`src/rtl/cmd_dispatcher.sv`:
```
// Command dispatcher: decodes received UART command bytes, enables one handler
// channel at a time, muxes its tx requests to the UART and NAKs unknown commands.
module cmd_dispatcher #(
  parameter int                N_CH      = 9,
  parameter logic [N_CH*8-1:0] CMD_TABLE = {8'h72, 8'h71, 8'h32, 8'h31, 8'h25,
                                            8'h24, 8'h23, 8'h22, 8'h21},
  parameter int                TIMEOUT   = 50_000_000,
  parameter int                TO_W      = 26,
  parameter logic [7:0]        NAK_BYTE  = 8'h15
) (
  input  logic              clk,
  input  logic              rst,
  input  logic [7:0]        rx_data,
  input  logic              rx_ready,
  input  logic              tx_active,
  input  logic [N_CH-1:0]   ch_done,
  input  logic [N_CH*8-1:0] ch_tx_data,
  input  logic [N_CH-1:0]   ch_tx_start,
  output logic [N_CH-1:0]   ch_activate,
  output logic [7:0]        tx_data,
  output logic              tx_start,
  output logic [7:0]        state_code,
  output logic              timeout_flag,
  output logic              nak_flag
);

  typedef enum logic [2:0] {
    S_IDLE     = 3'd0,
    S_DISPATCH = 3'd1,
    S_NAK      = 3'd2,
    S_DRAIN    = 3'd3
  } state_t;

  localparam logic [TO_W-1:0] TO_LAST = (TIMEOUT > 0) ? TO_W'(TIMEOUT - 1) : '0;
  localparam logic [TO_W-1:0] TO_MAX  = '1;

  state_t            state, state_n;
  logic [TO_W-1:0]   to_cnt, to_cnt_n;
  logic [N_CH-1:0]   act_n;
  logic [7:0]        tx_data_n, code_n;
  logic              tx_start_n, to_flag_n, nak_flag_n;
  logic              match_any;
  logic [N_CH-1:0]   match_oh;
  logic [7:0]        sel_data;
  logic              sel_start;
  logic              done_hit, timeout_hit;

  // Descending scan so the lowest matching channel index overrides the rest.
  always_comb begin
    match_any = 1'b0;
    match_oh  = '0;
    for (int i = N_CH - 1; i >= 0; i--) begin
      if (CMD_TABLE[i*8 +: 8] == rx_data) begin
        match_any   = 1'b1;
        match_oh    = '0;
        match_oh[i] = 1'b1;
      end
    end
  end

  always_comb begin
    sel_data  = '0;
    sel_start = 1'b0;
    for (int i = 0; i < N_CH; i++) begin
      if (ch_activate[i]) begin
        sel_data  = ch_tx_data[i*8 +: 8];
        sel_start = ch_tx_start[i];
      end
    end
  end

  assign done_hit    = |(ch_done & ch_activate);
  assign timeout_hit = (TIMEOUT != 0) && (to_cnt == TO_LAST);

  always_ff @(posedge clk or posedge rst) begin
    if (rst) state <= S_DRAIN;
    else     state <= state_n;
  end

  always_comb begin
    state_n = state;
    case (state)
      S_IDLE:     if (rx_ready) state_n = match_any ? S_DISPATCH : S_NAK;
      S_DISPATCH: if (done_hit || timeout_hit) state_n = S_DRAIN;
      S_NAK:      if (tx_start && tx_active) state_n = S_DRAIN;
      S_DRAIN:    if (!rx_ready && !tx_active) state_n = S_IDLE;
      default:    state_n = S_DRAIN;
    endcase
  end

  // Next values for the registered outputs; tx_start doubles as the NAK "sending" marker.
  always_comb begin
    act_n      = ch_activate;
    tx_data_n  = tx_data;
    tx_start_n = 1'b0;
    code_n     = state_code;
    to_flag_n  = 1'b0;
    nak_flag_n = 1'b0;
    to_cnt_n   = to_cnt;
    case (state)
      S_IDLE: begin
        act_n  = '0;
        code_n = 8'h00;
        if (rx_ready) begin
          if (match_any) begin
            act_n    = match_oh;
            code_n   = rx_data;
            to_cnt_n = '0;
          end else begin
            nak_flag_n = 1'b1;
            code_n     = 8'hEE;
          end
        end
      end
      S_DISPATCH: begin
        if (to_cnt != TO_MAX) to_cnt_n = to_cnt + TO_W'(1);
        if (done_hit) begin
          act_n  = '0;
          code_n = 8'h01;
        end else if (timeout_hit) begin
          act_n     = '0;
          code_n    = 8'h01;
          to_flag_n = 1'b1;
        end else begin
          tx_data_n  = sel_data;
          tx_start_n = sel_start;
        end
      end
      S_NAK: begin
        act_n = '0;
        if (tx_start && tx_active) begin
          code_n = 8'h01;
        end else if (!tx_active) begin
          tx_start_n = 1'b1;
          tx_data_n  = NAK_BYTE;
        end
      end
      S_DRAIN: begin
        act_n  = '0;
        code_n = (!rx_ready && !tx_active) ? 8'h00 : 8'h01;
      end
      default: begin
        act_n  = '0;
        code_n = 8'h01;
      end
    endcase
  end

  always_ff @(posedge clk or posedge rst) begin
    if (rst) begin
      ch_activate  <= '0;
      tx_data      <= 8'h00;
      tx_start     <= 1'b0;
      state_code   <= 8'h01;
      timeout_flag <= 1'b0;
      nak_flag     <= 1'b0;
      to_cnt       <= '0;
    end else begin
      ch_activate  <= act_n;
      tx_data      <= tx_data_n;
      tx_start     <= tx_start_n;
      state_code   <= code_n;
      timeout_flag <= to_flag_n;
      nak_flag     <= nak_flag_n;
      to_cnt       <= to_cnt_n;
    end
  end

endmodule

```
`config.mk`:
```
export PLATFORM = sky130hd
export DESIGN_NAME = cmd_dispatcher
export DESIGN_NICKNAME = d
export VERILOG_FILES = /design/src/rtl/cmd_dispatcher.sv
export SDC_FILE = /design/constraint.sdc
export NUM_CORES = 1
export LEC_CHECK = 0
export ABC_AREA = 1
export BUFFER_PORTS_ARGS = -buffer_cell sky130_fd_sc_hd__buf_2
export CELL_PAD_IN_SITES_DETAIL_PLACEMENT = 0
export CELL_PAD_IN_SITES_GLOBAL_PLACEMENT = 2
export CORE_MARGIN = 3
export CORE_UTILIZATION = 24
export DETAILED_ROUTE_END_ITERATION = 10
export GPL_TIMING_DRIVEN = 0
export PLACE_DENSITY_LB_ADDON = 0.25
export SLEW_MARGIN = 0
export SYNTH_ARGS = -nofsm -noshare
export SYNTH_HDL_FRONTEND = slang
export SYNTH_SLANG_ARGS = --single-unit
```
`constraint.sdc`:
```
create_clock -name clk -period 1.8 [get_ports clk]
set_input_delay 0.45 -clock clk [delete_from_list [all_inputs] [get_ports clk]]
set_output_delay 0.45 -clock clk [all_outputs]
set_load 0.01 [all_outputs]
```
==> summary.txt <==
Cells and area
  • Most common cell after layout, fill and taps aside: nand2_1
  • Final core occ: 34.7%
  • Register area: around 1400 um^2
  • Area growth syn-to-layout: 39.5%
  • Most frequent cells in the layout: 214 x nand2_1, 132 x buf_2, 76 x nor2_1
  • Multi-input combinational cell area: ~2700 um^2
  • Design area: just under 6000 um^2
  • Final nets: slightly above 900
  • Number of fill cells: 1,914
  • Ratio of cells with drive above 1 in the final layout: about 34%

Worst setup path
  • Data required time of the critical path: between 2 and 2.5 ns
  • Reg2reg start: state[0]
  • Max stage delay on crit path: a little under 0.6 ns
  • Crit start category: flip-flop
  • R2r worst-path depth: 12
  • Critical path class: flip-flop to flip-flop
  • Worst-path fanout max: 5
  • Worst path arrival time: 2.13 ns
  • Slowest cell on the critical path: dfstp_2
  • Reg2reg end: to_cnt[17]
  • Critical path cell sequence: ha_4 -> inv_4 -> nor2_2 -> nand4_1 -> nor3_2 -> a21oi_1 -> nand2_2 -> buf_12 -> buf_12 -> buf_12 -> nand2_1 -> nand2_1
  • Worst R2R Setup Slack: -0.08 ns
  • Top cell by count, worst path: buf_12
  • CP Capture Type: flip-flop

Synthesis
  • Sequential fraction of the synthesis area: 33.4%
  • Net Count, Synth: approximately 770
  • Number of synthesized flops with an enable pin: 0
  • Synth Flop Type: dfrtp_1
  • Top post-synthesis cells by area: dfrtp_1 32%, nand2_1 21%, nor2_1 7.5%
  • Post-synthesis cell type count: 35
  • Gate Count Post-Synth: 659
  • Synth warn: 0
  • Largest area contributor in the netlist: dfrtp_1
  • Post-synth top area share: 31.6%
  • Syn Area/Cell: 6.38 um^2
  • Synthesized cell area: ~4200 um^2
  • Yosys reg bits: 56
  • Share of flip-flops with an asynchronous set or reset: between 90% and 100%

Place
  • DP HPWL: between 10,000 and 15,000 um
  • RePlAce Congestion: 0.862
  • Placement Cell Area: 5130 um^2
  • Port bufs: ~130

Global route
  • First-pass GRT wire length: 24,500 um
  • Largest net degree at the start of global routing: 57
  • Global Route Usage Sum: between 15 and 20%
  • Number of global-route vias before repair: approximately 4,800
  • Global route overflow: 0
  • Initial antenna violation count: 1

Timing
  • Final setup fails: 21
  • Slew HR: 62.4%
  • Final Hold Viols: 0
  • Period utilization: 104%
  • Post-route minimum period: around 1.9 ns
  • Fmax: ~530 MHz
  • RSZ-0062 raised after global routing: true
  • Final WS setup: -0.0758 ns
  • Slew @ Worst Pin: roughly 0.56 ns
  • Skew final: roughly 0.009 ns
  • Setup TNS: -1.18 ns
  • Min Hold Slack: between 0.15 and 0.2 ns
  • Final Max Tran Viols: 0

Clocking
  • Number of CTS-inserted buffers: 5
  • CTS tree: built
  • Count of hold-fix buffers inserted at cts: 0
  • Clock sinks: 56
  • Clock tree buffer depth: 2
  • Worst-path clk slew: around 0.080 ns
  • H-tree depth: 2
  • Root buffer cell: clkbuf_16
  • Clock insertion delay at the later pin of the skew report: a little over 0.3 ns

Pwr
  • Maximum vdd drop: ~0.59 mV
  • Total power: 5.79 mW
  • Reg power frac: 27.1%
  • Clock share of power: 20.6%
  • Leakage: about 2.9 nW
  • Pwr/cell area: about 1000 nW/um^2
  • Psw: around 2.2 mW
  • Combinational power share: about 52%
  • Internal power: about 3.6 mW
  • Switching part of the total: between 30% and 40%

Die
  • Starting Density: roughly 25%
  • Num rows: between 40 and 50
  • Core area: approximately 17,000 um^2
  • Die W: approximately 140 um
  • I/O pins: 130
  • Die Area: ~19,000 um^2
  • Chip Height: ~140 um

Route
  • Routed wire length: between 10,000 and 15,000 um
  • 1st-iter DRT viols: between 150 and 200
  • Metal3 WL: 711 um
  • DR WL met2: 6830 um
  • ANT nets after route: 0
  • Top sig layer: met4
  • Total number of vias: 4,698
  • Wirelength per Cell: ~14 um
  • Via-to-Cell Ratio: around 4.5
  • Drt drc: 0
  • DR pass1 iterations: 5
  • Met1 Wirelength: roughly 7200 um

Hold path
  • Worst Hold Class: input port to asynchronous set/reset pin

Run
  • Max cap viols: 0

Status
  • Violated checks: setup timing
  • Outcome: finished with violations
synth_stat cells (2+ instances only):
| master | n |
|---|---|
| nand2_1 | 237 |
| nor2_1 | 84 |
| dfrtp_1 | 53 |
| inv_1 | 47 |
| a21oi_1 | 41 |
| nand3_1 | 40 |
| nor3_1 | 21 |
| o21ai_1 | 15 |
| nand4_1 | 13 |
| o21ai_0 | 13 |
| or2_2 | 13 |
| clkbuf_1 | 12 |
| o21ai_2 | 10 |
| xor2_1 | 8 |
| inv_2 | 6 |
| ha_1 | 5 |
| buf_6 | 4 |
| nor3_2 | 4 |
| o211ai_1 | 4 |
| xnor2_1 | 4 |
| a21boi_0 | 3 |
| dfstp_2 | 3 |
| nand2_2 | 3 |
| buf_1 | 2 |
| buf_2 | 2 |
| clkinv_1 | 2 |
| nor3_4 | 2 |
per-stage QoR:
step	instances	setup slack, ns
final	1041	-0.0758
after global routing	1041	-0.181
after CTS	1029	-0.112
after detailed placement	1008	-0.393
after global placement	1008	-0.413
after floorplan	659	0.0571
metal layers:
| layer | vias to the layer above | GRT usage (%) |
|---|---|---|
| met3 | 12 | 3.18 |
| met4 | 0 | 3.43 |
| met2 | 119 | 25.2 |
| met1 | 2132 | 21.4 |
| li1 | 2435 | - |
| met5 | - | 0 |
sequential cells by signal, indices dropped and copies added (netlist names):
signal / cells
tx_data: 8
ch_activate: 9
to_cnt: 26
nak_flag: 1
timeout_flag: 1
state_code: 8
tx_start: 1
state: 2
area by class of cell:
type	instances	share of cell area (%)
antenna	1	0.0427
buffer	17	2.39
clock buffer	6	2.37
clock inverter	2	0.662
inverter	55	3.93
multi-input combinational	527	45.5
sequential	56	24.1
tap	220	4.70
timing repair buffer	156	16.1
timing repair inverter	1	0.128
worst max-delay path by stage:
stage	to	cells after the start	start
3_5_place_dp	to_cnt[8]	9	state[0]
3_3_place_gp	to_cnt[2]	9	state[0]
4_1_cts	to_cnt[0]	11	state[0]
5_1_grt	state_code[3]	9	to_cnt[9]
2_1_floorplan	to_cnt[22]	11	rx_data[2]
6_report	to_cnt[17]	12	state[0]
power by group through the flow:
stage | Combinational, mW | Clock [mW] | Sequential, mW
final | 3.03 | 1.19 | 1.57
after global routing | 3.33 | 1.29 | 1.60
after CTS | 3.05 | 1.23 | 1.56
after detailed placement | 2.03 | 0 | 1.57
after global placement | 2.02 | 0 | 1.57
after floorplan | 1.27 | 0 | 1.61
worst max-delay path, delay by kind of cell (launching register included):
family,cells,cell delay [ns]
DFF,1,0.59
and+or+nand+nor,6,0.54
buffers and inverters,4,0.41
adders and majority gates,1,0.17
AOI/OAI and AO/OA,1,0.10
cells by family (layout without fill, tap and decap cells):
kind of cell / after synthesis / count (layout) / synth area share, %
AOI/OAI and AO/OA: 88 / 88 / 11.9
DFF: 56 / 56 / 33.4
and+or+nand+nor: 422 / 422 / 43.0
adders and majority gates: 5 / 5 / 1.49
buffers and inverters: 76 / 237 / 7.65
other: 0 / 1 / 0
xor gates and xnor gates: 12 / 12 / 2.50
timing repair:
item | in CTS | in global routing
gates resized for setup | 45 | 49
gates cloned | 3 | 1
setup buffers | 11 | 13
pin swaps | 8 | 12
setup endpoints to repair | 44 | 53
(Power assumes the default switching activity.)
